<file path="config.mk">
export PLATFORM = sky130hd
export DESIGN_NAME = apb4_arbiter_flat
export DESIGN_NICKNAME = d
export VERILOG_FILES = /design/src/rtl/apb4_arbiter_if.sv /design/src/rtl/apb4_arbiter.sv /design/src/flat_wrapper.sv
export SDC_FILE = /design/constraint.sdc
export NUM_CORES = 1
export LEC_CHECK = 0
export ABC_AREA = 0
export BUFFER_PORTS_ARGS = -buffer_cell sky130_fd_sc_hd__buf_2
export CAP_MARGIN = 10
export CORE_AREA = 2 2 116 118
export DETAILED_ROUTE_END_ITERATION = 12
export DIE_AREA = 0 0 118 120
export GPL_TIMING_DRIVEN = 0
export PLACE_DENSITY = 0.79
export SYNTH_ARGS = -nofsm -noshare
export SYNTH_HDL_FRONTEND = slang
export SYNTH_SLANG_ARGS = --single-unit
</file>
<file path="constraint.sdc">
create_clock -name pclk -period 2.6 [get_ports pclk]
set_input_delay 0.13 -clock pclk [delete_from_list [all_inputs] [get_ports pclk]]
set_output_delay 0.13 -clock pclk [all_outputs]
set_load 0.02 [all_outputs]
</file>
<file path="src/rtl/apb4_arbiter_if.sv">
// Bus bundle for apb4_arbiter: flattened requester-side APB4 ports plus
// the shared downstream APB4 master port.
interface apb4_arbiter_if #(
    parameter int NUM_MASTERS    = 2,
    parameter int APB_ADDR_WIDTH = 32,
    parameter int APB_DATA_WIDTH = 32
);
    localparam int SW = APB_DATA_WIDTH / 8;

    logic [NUM_MASTERS*APB_ADDR_WIDTH-1:0] s_paddr;
    logic [NUM_MASTERS*3-1:0]              s_pprot;
    logic [NUM_MASTERS-1:0]                s_psel;
    logic [NUM_MASTERS-1:0]                s_penable;
    logic [NUM_MASTERS-1:0]                s_pwrite;
    logic [NUM_MASTERS*APB_DATA_WIDTH-1:0] s_pwdata;
    logic [NUM_MASTERS*SW-1:0]             s_pstrb;
    logic [NUM_MASTERS-1:0]                s_pready;
    logic [APB_DATA_WIDTH-1:0]             s_prdata;
    logic [NUM_MASTERS-1:0]                s_pslverr;

    logic [APB_ADDR_WIDTH-1:0]             m_paddr;
    logic [2:0]                            m_pprot;
    logic                                  m_psel;
    logic                                  m_penable;
    logic                                  m_pwrite;
    logic [APB_DATA_WIDTH-1:0]             m_pwdata;
    logic [SW-1:0]                         m_pstrb;
    logic                                  m_pready;
    logic [APB_DATA_WIDTH-1:0]             m_prdata;
    logic                                  m_pslverr;

    // arbiter view: slave to the requesters, master to the shared segment
    modport slave (
        input  s_paddr, s_pprot, s_psel, s_penable, s_pwrite, s_pwdata, s_pstrb,
        output s_pready, s_prdata, s_pslverr,
        output m_paddr, m_pprot, m_psel, m_penable, m_pwrite, m_pwdata, m_pstrb,
        input  m_pready, m_prdata, m_pslverr
    );

    modport master (
        output s_paddr, s_pprot, s_psel, s_penable, s_pwrite, s_pwdata, s_pstrb,
        input  s_pready, s_prdata, s_pslverr,
        input  m_paddr, m_pprot, m_psel, m_penable, m_pwrite, m_pwdata, m_pstrb,
        output m_pready, m_prdata, m_pslverr
    );
endinterface

</file>
<file path="src/rtl/apb4_arbiter.sv">
// Round-robin arbiter sharing one downstream APB4 segment among
// NUM_MASTERS requesters; every output comes straight from a register.
module apb4_arbiter #(
    parameter  int NUM_MASTERS    = 2,
    parameter  int APB_ADDR_WIDTH = 32,
    parameter  int APB_DATA_WIDTH = 32,
    localparam int IDW            = $clog2(NUM_MASTERS),
    localparam int SW             = APB_DATA_WIDTH / 8
) (
    input  logic           pclk,
    input  logic           presetn,
    apb4_arbiter_if.slave  bus,
    output logic [IDW-1:0] gnt_id,
    output logic           busy
);
    typedef enum logic [1:0] {IDLE, SETUP, ACCESS, RESP} state_t;

    state_t                    state_q, state_d;
    logic [IDW-1:0]            ptr_q, ptr_d;
    logic [IDW-1:0]            gnt_q, gnt_d;
    logic [APB_ADDR_WIDTH-1:0] paddr_q, paddr_d;
    logic [2:0]                pprot_q, pprot_d;
    logic                      pwrite_q, pwrite_d;
    logic [APB_DATA_WIDTH-1:0] pwdata_q, pwdata_d;
    logic [SW-1:0]             pstrb_q, pstrb_d;
    logic                      psel_q, psel_d;
    logic                      penable_q, penable_d;
    logic                      busy_q, busy_d;
    logic [NUM_MASTERS-1:0]    pready_q, pready_d;
    logic [NUM_MASTERS-1:0]    pslverr_q, pslverr_d;
    logic [APB_DATA_WIDTH-1:0] prdata_q, prdata_d;

    logic                      found;
    logic [IDW-1:0]            win;
    logic                      unused_penable;

    assign unused_penable = ^bus.s_penable;

    function automatic logic [IDW-1:0] rr_idx(logic [IDW-1:0] p, int k);
        int s;
        s = int'(p) + k;
        if (s >= NUM_MASTERS) s = s - NUM_MASTERS;
        return IDW'(s);
    endfunction

    // scan from the far end so the requester closest to ptr wins
    always_comb begin
        found = 1'b0;
        win   = '0;
        for (int k = NUM_MASTERS - 1; k >= 0; k--) begin
            if (bus.s_psel[rr_idx(ptr_q, k)]) begin
                found = 1'b1;
                win   = rr_idx(ptr_q, k);
            end
        end
    end

    always_comb begin
        state_d   = state_q;
        ptr_d     = ptr_q;
        gnt_d     = gnt_q;
        paddr_d   = paddr_q;
        pprot_d   = pprot_q;
        pwrite_d  = pwrite_q;
        pwdata_d  = pwdata_q;
        pstrb_d   = pstrb_q;
        psel_d    = 1'b0;
        penable_d = 1'b0;
        busy_d    = 1'b0;
        pready_d  = '0;
        pslverr_d = '0;
        prdata_d  = prdata_q;
        unique case (state_q)
            IDLE: begin
                if (found) begin
                    state_d  = SETUP;
                    gnt_d    = win;
                    paddr_d  = bus.s_paddr[int'(win)*APB_ADDR_WIDTH +: APB_ADDR_WIDTH];
                    pprot_d  = bus.s_pprot[int'(win)*3 +: 3];
                    pwrite_d = bus.s_pwrite[win];
                    pwdata_d = bus.s_pwdata[int'(win)*APB_DATA_WIDTH +: APB_DATA_WIDTH];
                    pstrb_d  = bus.s_pwrite[win] ? bus.s_pstrb[int'(win)*SW +: SW] : '0;
                    psel_d   = 1'b1;
                    busy_d   = 1'b1;
                end
            end
            SETUP: begin
                state_d   = ACCESS;
                psel_d    = 1'b1;
                penable_d = 1'b1;
                busy_d    = 1'b1;
            end
            ACCESS: begin
                busy_d = 1'b1;
                if (bus.m_pready) begin
                    state_d          = RESP;
                    prdata_d         = bus.m_prdata;
                    pready_d[gnt_q]  = 1'b1;
                    pslverr_d[gnt_q] = bus.m_pslverr;
                end else begin
                    psel_d    = 1'b1;
                    penable_d = 1'b1;
                end
            end
            RESP: begin
                state_d = IDLE;
                ptr_d   = (int'(gnt_q) == NUM_MASTERS - 1) ? '0 : gnt_q + 1'b1;
            end
            default: state_d = IDLE;
        endcase
    end

    always_ff @(posedge pclk) begin
        if (!presetn) begin
            state_q   <= IDLE;
            ptr_q     <= '0;
            gnt_q     <= '0;
            paddr_q   <= '0;
            pprot_q   <= '0;
            pwrite_q  <= 1'b0;
            pwdata_q  <= '0;
            pstrb_q   <= '0;
            psel_q    <= 1'b0;
            penable_q <= 1'b0;
            busy_q    <= 1'b0;
            pready_q  <= '0;
            pslverr_q <= '0;
            prdata_q  <= '0;
        end else begin
            state_q   <= state_d;
            ptr_q     <= ptr_d;
            gnt_q     <= gnt_d;
            paddr_q   <= paddr_d;
            pprot_q   <= pprot_d;
            pwrite_q  <= pwrite_d;
            pwdata_q  <= pwdata_d;
            pstrb_q   <= pstrb_d;
            psel_q    <= psel_d;
            penable_q <= penable_d;
            busy_q    <= busy_d;
            pready_q  <= pready_d;
            pslverr_q <= pslverr_d;
            prdata_q  <= prdata_d;
        end
    end

    assign bus.m_paddr   = paddr_q;
    assign bus.m_pprot   = pprot_q;
    assign bus.m_pwrite  = pwrite_q;
    assign bus.m_pwdata  = pwdata_q;
    assign bus.m_pstrb   = pstrb_q;
    assign bus.m_psel    = psel_q;
    assign bus.m_penable = penable_q;
    assign bus.s_pready  = pready_q;
    assign bus.s_pslverr = pslverr_q;
    assign bus.s_prdata  = prdata_q;
    assign gnt_id        = gnt_q;
    assign busy          = busy_q;
endmodule

</file>
<file path="src/flat_wrapper.sv">
// flat-port wrapper written by rule: the top's interface ports become plain ports
module apb4_arbiter_flat 
#(
    parameter  int NUM_MASTERS    = 2,
    parameter  int APB_ADDR_WIDTH = 32,
    parameter  int APB_DATA_WIDTH = 32,
    localparam int IDW            = $clog2(NUM_MASTERS),
    localparam int SW             = APB_DATA_WIDTH / 8
)
  (pclk, presetn, gnt_id, busy, bus_s_paddr, bus_s_pprot, bus_s_psel, bus_s_penable, bus_s_pwrite, bus_s_pwdata, bus_s_pstrb, bus_s_pready, bus_s_prdata, bus_s_pslverr, bus_m_paddr, bus_m_pprot, bus_m_psel, bus_m_penable, bus_m_pwrite, bus_m_pwdata, bus_m_pstrb, bus_m_pready, bus_m_prdata, bus_m_pslverr);
  apb4_arbiter_if #(.NUM_MASTERS(NUM_MASTERS), .APB_ADDR_WIDTH(APB_ADDR_WIDTH), .APB_DATA_WIDTH(APB_DATA_WIDTH)) bus_i ();
  input  logic pclk;
  input  logic presetn;
  output logic [IDW-1:0] gnt_id;
  output logic busy;
  input wire logic [$bits(bus_i.s_paddr)-1:0] bus_s_paddr;
  input wire logic [$bits(bus_i.s_pprot)-1:0] bus_s_pprot;
  input wire logic [$bits(bus_i.s_psel)-1:0] bus_s_psel;
  input wire logic [$bits(bus_i.s_penable)-1:0] bus_s_penable;
  input wire logic [$bits(bus_i.s_pwrite)-1:0] bus_s_pwrite;
  input wire logic [$bits(bus_i.s_pwdata)-1:0] bus_s_pwdata;
  input wire logic [$bits(bus_i.s_pstrb)-1:0] bus_s_pstrb;
  output wire logic [$bits(bus_i.s_pready)-1:0] bus_s_pready;
  output wire logic [$bits(bus_i.s_prdata)-1:0] bus_s_prdata;
  output wire logic [$bits(bus_i.s_pslverr)-1:0] bus_s_pslverr;
  output wire logic [$bits(bus_i.m_paddr)-1:0] bus_m_paddr;
  output wire logic [$bits(bus_i.m_pprot)-1:0] bus_m_pprot;
  output wire logic [$bits(bus_i.m_psel)-1:0] bus_m_psel;
  output wire logic [$bits(bus_i.m_penable)-1:0] bus_m_penable;
  output wire logic [$bits(bus_i.m_pwrite)-1:0] bus_m_pwrite;
  output wire logic [$bits(bus_i.m_pwdata)-1:0] bus_m_pwdata;
  output wire logic [$bits(bus_i.m_pstrb)-1:0] bus_m_pstrb;
  input wire logic [$bits(bus_i.m_pready)-1:0] bus_m_pready;
  input wire logic [$bits(bus_i.m_prdata)-1:0] bus_m_prdata;
  input wire logic [$bits(bus_i.m_pslverr)-1:0] bus_m_pslverr;
  assign bus_i.s_paddr = bus_s_paddr;
  assign bus_i.s_pprot = bus_s_pprot;
  assign bus_i.s_psel = bus_s_psel;
  assign bus_i.s_penable = bus_s_penable;
  assign bus_i.s_pwrite = bus_s_pwrite;
  assign bus_i.s_pwdata = bus_s_pwdata;
  assign bus_i.s_pstrb = bus_s_pstrb;
  assign bus_s_pready = bus_i.s_pready;
  assign bus_s_prdata = bus_i.s_prdata;
  assign bus_s_pslverr = bus_i.s_pslverr;
  assign bus_m_paddr = bus_i.m_paddr;
  assign bus_m_pprot = bus_i.m_pprot;
  assign bus_m_psel = bus_i.m_psel;
  assign bus_m_penable = bus_i.m_penable;
  assign bus_m_pwrite = bus_i.m_pwrite;
  assign bus_m_pwdata = bus_i.m_pwdata;
  assign bus_m_pstrb = bus_i.m_pstrb;
  assign bus_i.m_pready = bus_m_pready;
  assign bus_i.m_prdata = bus_m_prdata;
  assign bus_i.m_pslverr = bus_m_pslverr;
  apb4_arbiter #(.NUM_MASTERS(NUM_MASTERS), .APB_ADDR_WIDTH(APB_ADDR_WIDTH), .APB_DATA_WIDTH(APB_DATA_WIDTH)) u_core (.pclk(pclk), .presetn(presetn), .bus(bus_i), .gnt_id(gnt_id), .busy(busy));
endmodule
</file>
==> run metrics <==
result of the run=finished, final reports clean; Core Area=13000 um^2; initial antenna violation count=0; leading cell types in the layout, fill and taps excluded=sky130_fd_sc_hd__buf_2, sky130_fd_sc_hd__dfxtp_1, sky130_fd_sc_hd__mux2i_1; internal power component=4760 uW; relative area change from synthesis to final layout=60.0%; Reg clk slew, reported paths=0.05 ns; detailed-routing iteration count for the pre-antenna-repair pass=4; aggregate routed wire length=17400 um; actual transition at the worst max-transition pin=0.542 ns; worst reg-to-reg path cell count=6; number of post-CTS setup repair buffers=0; first-pass GRT wire length=26400 um; number of H-tree branching levels=4; Power Density=973 nW/um^2; Worst Clk Skew=0.0109 ns; final-stage net count=1067; via count of the routed design=5238; worst r2r src=u_core.ptr_q$_SDFFE_PN0N_; fraction of registers with async set/reset=0%; crit-path max FO=10; routability-driven placement congestion ratio=0.832; # IOs=296; Skew-Pair Late Insertion Delay=0.42 ns; sink count of the clock tree=115; Mapped Nets=697; critical-path cell list=nand2b_2 > nand2_8 > buf_8 > mux2i_1 > dlygate4sd3_1 > o21ai_1; Hold/Removal Path Class=in -> reg; synthesized instance count=508; Synth Flop Type=sky130_fd_sc_hd__dfxtp_1; Critical Path Slowest Stage Cell=sky130_fd_sc_hd__dlygate4sd3_1; category of the worst setup path capture point=flop; via density per instance=4.91; Filler cells=1114; Placed Cells=976; PortBufs=292; Post-synth EDFFs=0; setup repair after global routing missed its margin=false; share of total power in sequential cells=32.8%; total global routing overflow=0; post-synthesis register bit count=115; n_diodes=0; net switching power=2700 uW; relative max-transition margin=63.6%; share of post-route cells with drive strength above 1=39.6%; CTS buffer count=17; part of the power in the clock network=32.0%; share of the clock period used by the worst path after layout=72.8%; average routed wire per standard cell=16.3 um; sequential share of the synthesized area=48.0%; Die Area=14200 um^2; synthesized area per cell=9.43 um^2; worst-case hold path end point=u_core.bus.m_paddr[5]$_SDFFE_PN0N_; setup violation total in the final timing report=0; CTS tree=done; sort of element at the start of the critical path=flop; number of distinct library cells after synthesis=30; hold violation count in the final report=0; setup TNS after final layout=0 ns; Sw Share=36.2%; most frequent standard cell in the layout excluding fill and tap cells=sky130_fd_sc_hd__buf_2; required arrival time at the worst endpoint=2.89 ns; initial core utilization=36.9%; detailed-route DRC error count=0; Leakage=0.00393 uW; floorplan die height=120 um; starting DRC count in detailed routing=302; Slew Viols, Final=0; critical path start-end classification=reg -> reg; hold-critical path depth=3; overall routing resource usage=23.7%; highest clock rate=0.529 GHz; combinational fraction of design power=35.2%; endpoint arrival time on the critical path=2.18 ns; flop-to-flop setup slack=0.71 ns; Worst Hold Launch=bus_s_paddr[37]; number of maximum-capacitance violations=0; Antenna Nets Post-Route=0; post-detail-place hpwl=11700 um; via count of the first global-routing pass=5234; overall die width=118 um; number of rows in the core area=42; Worst R2R End=u_core.bus.m_pstrb[0]$_SDFFE_PN0N_; total standard cell area after synthesis=4790 um^2; Clk Tree Root Cell=sky130_fd_sc_hd__clkbuf_16; final critical-path required period=1.89 ns; maximum root-to-sink buffer count=2; non-filler instance count after layout=1066; Warnings, synthesis=0; peak ir drop on the vdd network=475 uV; pin count of the biggest net entering global routing=17; slowest cell delay on critical path=0.58 ns; PostCTS Resize Cnt=0
## power by group through the flow
stage,clock [uW],combinational (uW),sequential [uW]
after floorplan,0,1050,2990
after global placement,0,2500,2440
after detailed placement,0,2540,2450
after CTS,2430,2620,2430
after global routing,2510,2820,2490
final,2390,2630,2440
## state kept, by name, summed over array words and instances (netlist names)
signal	flops
u_core.bus.m_pwdata	32
u_core.bus.m_psel	1
u_core.bus.m_penable	1
u_core.bus.m_pwrite	1
u_core.bus.s_pready	2
u_core.ptr_q	1
u_core.bus.m_paddr	32
u_core.gnt_id	1
u_core.state_q	2
u_core.bus.m_pstrb	4
u_core.bus.m_pprot	3
u_core.busy	1
u_core.bus.s_prdata	32
u_core.bus.s_pslverr	2
## kinds of logic (layout without fill, tap and decap cells)
group / Yosys count / in the layout / share of synthesized area (%)
AOI/OAI and AO/OA: 179 / 179 / 20.9
DFF: 115 / 115 / 48.0
and+or+nand+nor: 93 / 93 / 8.46
muxes: 72 / 72 / 15.0
buffers and inverters: 44 / 426 / 6.29
adders and majority gates: 5 / 5 / 1.31
## cell usage after synthesis (2+ instances only)
| cell | number | share of area (%) |
|---|---|---|
| sky130_fd_sc_hd__nand2_1 | 69 | 5.4 |
| sky130_fd_sc_hd__buf_8 | 2 | 0.63 |
| sky130_fd_sc_hd__clkbuf_1 | 13 | 1.0 |
| sky130_fd_sc_hd__nor2_1 | 6 | 0.47 |
| sky130_fd_sc_hd__o21ai_1 | 4 | 0.42 |
| sky130_fd_sc_hd__buf_2 | 7 | 0.73 |
| sky130_fd_sc_hd__nand3_1 | 5 | 0.52 |
| sky130_fd_sc_hd__dfxtp_1 | 115 | 48 |
| sky130_fd_sc_hd__inv_1 | 2 | 0.16 |
| sky130_fd_sc_hd__clkbuf_2 | 6 | 0.63 |
| sky130_fd_sc_hd__ha_1 | 5 | 1.3 |
| sky130_fd_sc_hd__mux2i_1 | 72 | 15 |
| sky130_fd_sc_hd__a21oi_1 | 68 | 7.1 |
| sky130_fd_sc_hd__a21boi_0 | 32 | 5.0 |
| sky130_fd_sc_hd__o21ai_0 | 69 | 7.2 |
| sky130_fd_sc_hd__nor2b_1 | 4 | 0.52 |
| sky130_fd_sc_hd__and2_1 | 4 | 0.52 |
| sky130_fd_sc_hd__buf_6 | 13 | 3.1 |
## how the worst max path moves through the flow
stage | startpoint | to | slack (ns) | depth (start not counted)
final | u_core.ptr_q$_SDFFE_PN0N_ | u_core.bus.m_pstrb[0]$_SDFFE_PN0N_ | 0.71 | 6
after global routing | u_core.ptr_q$_SDFFE_PN0N_ | u_core.bus.m_pwdata[25]$_SDFFE_PN0N_ | 0.60 | 6
after CTS | u_core.ptr_q$_SDFFE_PN0N_ | u_core.bus.m_pstrb[0]$_SDFFE_PN0N_ | 0.74 | 6
after detailed placement | u_core.state_q[0]$_SDFFE_PN0P_ | u_core.bus.s_prdata[17]$_SDFFE_PN0P_ | 0.90 | 6
after global placement | u_core.state_q[0]$_SDFFE_PN0P_ | u_core.bus.m_pwdata[6]$_SDFFE_PN0N_ | 0.98 | 6
after floorplan | u_core.state_q[0]$_SDFFE_PN0P_ | u_core.bus.m_paddr[31]$_SDFFE_PN0N_ | 1.23 | 6
## per-stage QoR
step | worst slack [ns] | area [um^2] | util, % | power [uW] | hold WS, ns
3_3_place_gp | 0.983 | 6470 | 49.9 | 4940 | 0.348
3_5_place_dp | 0.896 | 6470 | 49.9 | 4990 | 0.353
2_1_floorplan | 1.23 | 4790 | - | 4040 | 0.252
4_1_cts | 0.740 | 7660 | 59.0 | 7470 | 0.000135
6_report | 0.708 | 7670 | 59.1 | 7460 | 0.00875
5_1_grt | 0.603 | 7670 | 59.1 | 7820 | 0.0101
## worst max-delay path: cells and delay by family (launching register included)
family          cells  cell delay, ns
flops               1            0.32
buf+inv             2            0.76
mux                 1            0.22
simple gates        2            0.42
compound gates      1            0.06
## timing repair
action,CTS,global route
hold endpoints to repair,52,1
setup endpoints to repair,0,0
hold buffers,58,1
## per-layer routing
| layer | vias to the layer above | GRT usage, % | part of all wire (%) |
|---|---|---|---|
| met5 | - | 0 | 0 |
| met4 | 0 | 8.58 | 1.7 |
| met3 | 34 | 7.46 | 8.0 |
| met2 | 257 | 42.7 | 50 |
| met1 | 2434 | 26.2 | 40 |
| li1 | 2513 | - | - |
## area by class of cell
cell class | count | area, um^2 | share of cell area, %
repair buffers | 351 | 2050 | 26.8
flip-flops and latches | 115 | 2300 | 30.0
well taps | 176 | 220 | 2.87
multi-input cells | 349 | 2190 | 28.5
clock inverters | 10 | 131 | 1.71
plain buffers | 42 | 294 | 3.84
clock buffers | 21 | 470 | 6.14
inverters | 2 | 7.51 | 0.0979
(Power assumes the default switching activity.)
